<file path="src/rtl/execution_result_arbiter_if.sv">
// Result streams from the four execution units plus the serialised writeback
// channel toward the reorder buffer.
interface execution_result_arbiter_if #(
    parameter int  XLEN           = 32,
    parameter type instr_packet_t = logic [31:0]
);
    logic [XLEN-1:0] alu_result_i;
    logic [XLEN-1:0] bmu_result_i;
    logic [XLEN-1:0] mul_result_i;
    logic [XLEN-1:0] div_result_i;
    instr_packet_t   alu_instr_packet_i;
    instr_packet_t   bmu_instr_packet_i;
    instr_packet_t   mul_instr_packet_i;
    instr_packet_t   div_instr_packet_i;
    logic            alu_valid_i;
    logic            bmu_valid_i;
    logic            mul_valid_i;
    logic            div_valid_i;

    logic [XLEN-1:0] result_o;
    instr_packet_t   instr_packet_o;
    logic            valid_o;
    logic            writeback_ready_i;
    logic            stall_o;
    logic            overflow_o;

    modport slave (
        input  alu_result_i, bmu_result_i, mul_result_i, div_result_i,
        input  alu_instr_packet_i, bmu_instr_packet_i, mul_instr_packet_i, div_instr_packet_i,
        input  alu_valid_i, bmu_valid_i, mul_valid_i, div_valid_i,
        input  writeback_ready_i,
        output result_o, instr_packet_o, valid_o, stall_o, overflow_o
    );

    modport master (
        output alu_result_i, bmu_result_i, mul_result_i, div_result_i,
        output alu_instr_packet_i, bmu_instr_packet_i, mul_instr_packet_i, div_instr_packet_i,
        output alu_valid_i, bmu_valid_i, mul_valid_i, div_valid_i,
        output writeback_ready_i,
        input  result_o, instr_packet_o, valid_o, stall_o, overflow_o
    );
endinterface

</file>
<file path="src/rtl/execution_result_arbiter.sv">
// Per-unit result FIFOs drained round-robin into one registered valid/ready
// writeback channel, with a watermark stall back to issue.
module execution_result_arbiter #(
    parameter int  XLEN           = 32,
    parameter type instr_packet_t = logic [31:0],
    parameter int  FIFO_DEPTH     = 16,
    parameter int  STALL_MARGIN   = 10
) (
    input  logic                             clk_i,
    input  logic                             rst_n_i,
    input  logic                             clk_en_i,
    input  logic                             flush_i,
    execution_result_arbiter_if.slave        wb
);
    localparam int PW = $clog2(FIFO_DEPTH);
    localparam int CW = PW + 1;
    localparam logic [CW-1:0] FULL_CNT  = CW'(FIFO_DEPTH);
    localparam logic [CW-1:0] STALL_CNT = CW'(FIFO_DEPTH - STALL_MARGIN);

    typedef struct packed {
        logic [XLEN-1:0] result;
        instr_packet_t   packet;
    } entry_t;

    entry_t          in_entry [4];
    logic [3:0]      in_vld;
    entry_t          mem      [4][FIFO_DEPTH];
    logic [PW-1:0]   wr_ptr   [4];
    logic [PW-1:0]   rd_ptr   [4];
    logic [CW-1:0]   count    [4];
    logic [3:0]      full;
    logic [3:0]      nonempty;
    logic [3:0]      push;
    logic [3:0]      pop;
    logic            load;
    logic            ovf_set;
    logic            stall;
    logic            found;
    logic [1:0]      grant;
    logic [1:0]      last_grant;
    entry_t          head;
    entry_t          out_p1;
    logic            vld_p1;
    logic            overflow_q;

    // Lowest offset from last_grant+1 wins; offset 4 (last_grant itself) has least priority.
    function automatic logic [2:0] rr_pick(input logic [1:0] lg, input logic [3:0] ne);
        logic [2:0] r;
        logic [1:0] idx;
        r = 3'b000;
        for (int k = 4; k >= 1; k--) begin
            idx = lg + 2'(k);
            if (ne[idx]) r = {1'b1, idx};
        end
        return r;
    endfunction

    assign in_vld = {wb.div_valid_i, wb.mul_valid_i, wb.bmu_valid_i, wb.alu_valid_i};

    always_comb begin
        in_entry[0] = '{result: wb.alu_result_i, packet: wb.alu_instr_packet_i};
        in_entry[1] = '{result: wb.bmu_result_i, packet: wb.bmu_instr_packet_i};
        in_entry[2] = '{result: wb.mul_result_i, packet: wb.mul_instr_packet_i};
        in_entry[3] = '{result: wb.div_result_i, packet: wb.div_instr_packet_i};
    end

    always_comb begin
        full     = '0;
        nonempty = '0;
        stall    = 1'b0;
        for (int i = 0; i < 4; i++) begin
            full[i]     = (count[i] == FULL_CNT);
            nonempty[i] = (count[i] != '0);
            if (count[i] >= STALL_CNT) stall = 1'b1;
        end
    end

    assign {found, grant} = rr_pick(last_grant, nonempty);
    assign head           = mem[grant][rd_ptr[grant]];
    assign load           = clk_en_i && (!vld_p1 || wb.writeback_ready_i);

    always_comb begin
        push    = '0;
        pop     = '0;
        ovf_set = 1'b0;
        for (int i = 0; i < 4; i++) begin
            push[i] = clk_en_i && !flush_i && in_vld[i] && !full[i];
            pop[i]  = load && !flush_i && found && (grant == 2'(i));
            if (clk_en_i && !flush_i && in_vld[i] && full[i]) ovf_set = 1'b1;
        end
    end

    // p0: FIFO pointers and occupancy
    always_ff @(posedge clk_i or negedge rst_n_i) begin
        if (!rst_n_i) begin
            for (int i = 0; i < 4; i++) begin
                wr_ptr[i] <= '0;
                rd_ptr[i] <= '0;
                count[i]  <= '0;
            end
        end else if (clk_en_i) begin
            for (int i = 0; i < 4; i++) begin
                if (flush_i) begin
                    wr_ptr[i] <= '0;
                    rd_ptr[i] <= '0;
                    count[i]  <= '0;
                end else begin
                    if (push[i]) wr_ptr[i] <= wr_ptr[i] + 1'b1;
                    if (pop[i])  rd_ptr[i] <= rd_ptr[i] + 1'b1;
                    count[i] <= count[i] + CW'(push[i]) - CW'(pop[i]);
                end
            end
        end
    end

    always_ff @(posedge clk_i) begin
        for (int i = 0; i < 4; i++) begin
            if (push[i]) mem[i][wr_ptr[i]] <= in_entry[i];
        end
    end

    // p1: registered writeback output and arbitration state
    always_ff @(posedge clk_i or negedge rst_n_i) begin
        if (!rst_n_i) begin
            vld_p1     <= 1'b0;
            out_p1     <= '0;
            last_grant <= 2'd3;
            overflow_q <= 1'b0;
        end else if (clk_en_i) begin
            if (ovf_set) overflow_q <= 1'b1;
            if (flush_i) begin
                vld_p1     <= 1'b0;
                last_grant <= 2'd3;
            end else if (load) begin
                if (found) begin
                    vld_p1     <= 1'b1;
                    out_p1     <= head;
                    last_grant <= grant;
                end else begin
                    vld_p1     <= 1'b0;
                end
            end
        end
    end

    assign wb.result_o       = out_p1.result;
    assign wb.instr_packet_o = out_p1.packet;
    assign wb.valid_o        = vld_p1;
    assign wb.stall_o        = stall;
    assign wb.overflow_o     = overflow_q;
endmodule

</file>
<file path="src/flat_wrapper.sv">
// flat-port wrapper written by rule: the top's interface ports become plain ports
module execution_result_arbiter_flat 
#(
    parameter int  XLEN           = 32,
    parameter type instr_packet_t = logic [31:0],
    parameter int  FIFO_DEPTH     = 16,
    parameter int  STALL_MARGIN   = 10
)
  (clk_i, rst_n_i, clk_en_i, flush_i, wb_alu_result_i, wb_bmu_result_i, wb_mul_result_i, wb_div_result_i, wb_alu_instr_packet_i, wb_bmu_instr_packet_i, wb_mul_instr_packet_i, wb_div_instr_packet_i, wb_alu_valid_i, wb_bmu_valid_i, wb_mul_valid_i, wb_div_valid_i, wb_writeback_ready_i, wb_result_o, wb_instr_packet_o, wb_valid_o, wb_stall_o, wb_overflow_o);
  execution_result_arbiter_if #(.XLEN(XLEN), .instr_packet_t(instr_packet_t)) wb_i ();
  input  logic clk_i;
  input  logic rst_n_i;
  input  logic clk_en_i;
  input  logic flush_i;
  input wire logic [$bits(wb_i.alu_result_i)-1:0] wb_alu_result_i;
  input wire logic [$bits(wb_i.bmu_result_i)-1:0] wb_bmu_result_i;
  input wire logic [$bits(wb_i.mul_result_i)-1:0] wb_mul_result_i;
  input wire logic [$bits(wb_i.div_result_i)-1:0] wb_div_result_i;
  input wire logic [$bits(wb_i.alu_instr_packet_i)-1:0] wb_alu_instr_packet_i;
  input wire logic [$bits(wb_i.bmu_instr_packet_i)-1:0] wb_bmu_instr_packet_i;
  input wire logic [$bits(wb_i.mul_instr_packet_i)-1:0] wb_mul_instr_packet_i;
  input wire logic [$bits(wb_i.div_instr_packet_i)-1:0] wb_div_instr_packet_i;
  input wire logic [$bits(wb_i.alu_valid_i)-1:0] wb_alu_valid_i;
  input wire logic [$bits(wb_i.bmu_valid_i)-1:0] wb_bmu_valid_i;
  input wire logic [$bits(wb_i.mul_valid_i)-1:0] wb_mul_valid_i;
  input wire logic [$bits(wb_i.div_valid_i)-1:0] wb_div_valid_i;
  input wire logic [$bits(wb_i.writeback_ready_i)-1:0] wb_writeback_ready_i;
  output wire logic [$bits(wb_i.result_o)-1:0] wb_result_o;
  output wire logic [$bits(wb_i.instr_packet_o)-1:0] wb_instr_packet_o;
  output wire logic [$bits(wb_i.valid_o)-1:0] wb_valid_o;
  output wire logic [$bits(wb_i.stall_o)-1:0] wb_stall_o;
  output wire logic [$bits(wb_i.overflow_o)-1:0] wb_overflow_o;
  assign wb_i.alu_result_i = wb_alu_result_i;
  assign wb_i.bmu_result_i = wb_bmu_result_i;
  assign wb_i.mul_result_i = wb_mul_result_i;
  assign wb_i.div_result_i = wb_div_result_i;
  assign wb_i.alu_instr_packet_i = wb_alu_instr_packet_i;
  assign wb_i.bmu_instr_packet_i = wb_bmu_instr_packet_i;
  assign wb_i.mul_instr_packet_i = wb_mul_instr_packet_i;
  assign wb_i.div_instr_packet_i = wb_div_instr_packet_i;
  assign wb_i.alu_valid_i = wb_alu_valid_i;
  assign wb_i.bmu_valid_i = wb_bmu_valid_i;
  assign wb_i.mul_valid_i = wb_mul_valid_i;
  assign wb_i.div_valid_i = wb_div_valid_i;
  assign wb_i.writeback_ready_i = wb_writeback_ready_i;
  assign wb_result_o = wb_i.result_o;
  assign wb_instr_packet_o = wb_i.instr_packet_o;
  assign wb_valid_o = wb_i.valid_o;
  assign wb_stall_o = wb_i.stall_o;
  assign wb_overflow_o = wb_i.overflow_o;
  execution_result_arbiter #(.XLEN(XLEN), .instr_packet_t(instr_packet_t), .FIFO_DEPTH(FIFO_DEPTH), .STALL_MARGIN(STALL_MARGIN)) u_core (.clk_i(clk_i), .rst_n_i(rst_n_i), .clk_en_i(clk_en_i), .flush_i(flush_i), .wb(wb_i));
endmodule
</file>
<file path="config.mk">
export PLATFORM = sky130hd
export DESIGN_NAME = execution_result_arbiter_flat
export DESIGN_NICKNAME = d
export VERILOG_FILES = /design/src/rtl/execution_result_arbiter_if.sv /design/src/rtl/execution_result_arbiter.sv /design/src/flat_wrapper.sv
export SDC_FILE = /design/constraint.sdc
export NUM_CORES = 2
export LEC_CHECK = 0
export CORE_MARGIN = 5
export CORE_UTILIZATION = 25
export DETAILED_ROUTE_END_ITERATION = 12
export GPL_TIMING_DRIVEN = 0
export REMOVE_ABC_BUFFERS = 1
export SYNTH_ARGS = -nofsm -noshare
export SYNTH_HDL_FRONTEND = slang
export SYNTH_SLANG_ARGS = --single-unit
</file>
<file path="constraint.sdc">
create_clock -name clk_i -period 6.51 [get_ports clk_i]
set_input_delay 1.6275 -clock clk_i [delete_from_list [all_inputs] [get_ports clk_i]]
set_output_delay 1.6275 -clock clk_i [all_outputs]
set_load 0.01 [all_outputs]
</file>
==> impl_metrics.json <==
{
  "clkLatencyLatePin_ns": 0.95,
  "hold_viol_final": 0,
  "design_area_sq_um": 202000,
  "synthXorXnorAreaFrac_pct": 0.127,
  "cts_made_buffers": 379,
  "num_rows": 299,
  "detail_route.first_pass.iterations": 7,
  "fmax_mhz": 163,
  "worstMarginPinSlew_ns": 1.26,
  "min_path_type": "reg -> reg",
  "initial_core_util_pct": 25.1,
  "ys.flop_type": "edfxtp_1",
  "synth_seq_cells": 4216,
  "fin_skew_ns": 0.0654,
  "fin_ws_ns": 0.378,
  "port_buffers": 331,
  "final_common_cell": "edfxtp_1",
  "yosysSeqAreaShare_pct": 75.9,
  "synth_area_sq_um": 166000,
  "grt-ovfl-total": 0,
  "ctsHtreeMaxLevel": 5,
  "synth_compound_area_share_pct": 12.3,
  "critPathLaunchType": "input pin",
  "dp_slack_ns": -1.08,
  "ys_async_sr_fraction_pct": 2.85,
  "synth_area_leaders": "edfxtp_1 74%, a21oi_1 5.9%, nand2_1 5.9%, a221o_1 2.9%, dfrtp_1 1.8%",
  "syn_area_per_cell_sq_um": 14.0,
  "grtUsageTotal_pct": 17.9,
  "cap_violations": 0,
  "postCtsHoldBufs": 0,
  "critPathCaptureType": "register",
  "synth_top_area_share_pct": 74.0,
  "pin_count": 332,
  "clockBufferDepth": 4,
  "m1WireLength_mm": 238,
  "gp_congestion": 0.725,
  "min_period_ns": 6.13,
  "synthCells": 11900,
  "cts.clk_slew.worst_paths_ns": 0.06,
  "wl_per_cell_um": 29.7,
  "place_hpwl_mm": 411,
  "synth_fa_ha_area_share_pct": 0.440,
  "top_layer_used": "met5",
  "placed_cell_area_sq_um": 190000,
  "finalSetupViolations": 0,
  "crit_arrival_ns": 6.73,
  "drive_gt1_share_pct": 10.4,
  "drt_iter0_drc": 17600,
  "fin_hold_ws_ns": 0.460,
  "synth_edf_count": 4096,
  "cts_tree": "done",
  "yosysWarnings": 0,
  "yosysTopAreaCell": "edfxtp_1",
  "die_h_um": 825,
  "clock-sinks": 4216,
  "grt_pass1_vias": 107000,
  "cts_root_buf": "clkbuf_16",
  "dieWidth_um": 825,
  "antenna_found_initial": 170,
  "period_share_pct": 94.2,
  "antenna_left": 0,
  "met2WireLength_mm": 283,
  "crit_fanout": 28,
  "wl_mm": 642,
  "status": "finished, final reports clean",
  "synth.area.mux_share_pct": 1.22,
  "wl_met3_mm": 84.6,
  "slew_headroom_pct": 15.6,
  "ys_types": 61,
  "crit_type": "in -> reg",
  "final_cell_mix": "4096 x edfxtp_1, 2620 x nand2_1, 1972 x a21oi_1",
  "drv_slew": 0,
  "grt_pass1_wl_mm": 872,
  "nNetsFinal": 12700,
  "drc": 0,
  "yosys.area_share.simple_pct": 7.80,
  "rsz0062_at_grt": "no",
  "viasPerCell": 5.26,
  "synth_top_family_by_area": "compound AO/OA/AOI/OAI gates",
  "grt_max_degree": 82,
  "vias": 114000,
  "core-area_sq_um": 663000,
  "syn2layout_area_growth_pct": 21.8,
  "critical_path_required_ns": 7.11,
  "die_area_sq_um": 681000
}
-- flip-flops by register name (all words and copies together) (netlist names) --
register / cells
u_core.wb.overflow_o: 1
u_core.wb.result_o: 32
u_core.last_grant: 2
u_core.count: 20
u_core.rd_ptr: 16
u_core.wb.valid_o: 1
u_core.mem: 4096
u_core.wr_ptr: 16
u_core.wb.instr_packet_o: 32
-- routing by layer --
layer | global-route usage (%) | vias up
met4 | 9.03 | 78
li1 | - | 46200
met3 | 5.60 | 1804
met1 | 23.1 | 57800
met2 | 27.2 | 7875
met5 | 0 | -
-- path summary, 6_finish.rpt --
check / start / end / slack (ns) / cells past startpoint
min in group asynchronous: rst_n_i / u_core.wb.instr_packet_o[12] / 0.64 / 1
hold / removal: u_core.wb.overflow_o / u_core.wb.overflow_o / 0.46 / 1
setup reg to reg: u_core.count[12] / u_core.wb.result_o[7] / 0.45 / 13
hold reg to reg: u_core.wb.overflow_o / u_core.wb.overflow_o / 0.46 / 1
setup / recovery: clk_en_i / u_core.mem[2][837] / 0.38 / 12
max in group asynchronous: rst_n_i / u_core.wb.instr_packet_o[5] / 4.56 / 3
-- repair_timing --
action                                  in CTS  in global routing
gates cloned                                 0                  0
endpoints found under the setup margin       7                 22
resized for setup                            1                  1
buffers inserted                             0                  0
-- per-stage QoR --
stage	utilization, %	instances	TNS, ns
final	30.5	21600	0
after global routing	30.5	21600	0
after CTS	30.5	21500	0
after detailed placement	28.7	20900	-152.83
after global placement	26.7	20200	-
after floorplan	-	11000	-6148.06
-- kinds of logic after synthesis --
group           count (synthesis)
simple gates                 3223
xor+xnor                       24
buf+inv                       918
mux                           202
fa+ha+maj                      56
flops                        4216
compound gates               3222
-- critical path, cell delays in order --
cell and delay [ns]:
dlymetal6s2s_1 0.78, nor2b_1 0.70, nand2_1 0.11, a31oi_1 0.93, nand2_1 0.49, nor3_2 0.84, buf_8 0.25, buf_6 0.17
buf_6 0.17, buf_6 0.20, buf_6 0.20, buf_6 0.20
-- synthesized netlist by cell type (all sizes together) (16+ instances only) --
| cell | count |
|---|---|
| a221o | 486 |
| mux2i | 201 |
| clkbuf | 584 |
| buf | 289 |
| ha | 52 |
| inv | 45 |
| and2 | 19 |
| and3 | 68 |
| edfxtp | 4096 |
| o2111ai | 37 |
| nand3 | 274 |
| o221ai | 26 |
| o211ai | 66 |
| o21ai | 75 |
| nor2 | 102 |
| a21oi | 1972 |
| nand4 | 16 |
| a31oi | 93 |
| dfrtp | 118 |
| a22oi | 356 |
| a221oi | 68 |
| nor3 | 84 |
| nand2 | 2624 |
-- area by class of cell --
type / count / area (sq um)
flip-flops and latches: 4216 / 126000
diodes: 66 / 165
clock inverters: 159 / 1540
multi-input cells: 6727 / 36900
inverters: 45 / 169
fillers: 64700 / 460000
repair buffers: 987 / 15700
well taps: 8879 / 11100
clock buffers: 536 / 10700
Power is left out: the tool's default activity adds up to more than one toggle a clock period on the data nets, which glitch-free logic cannot reach.
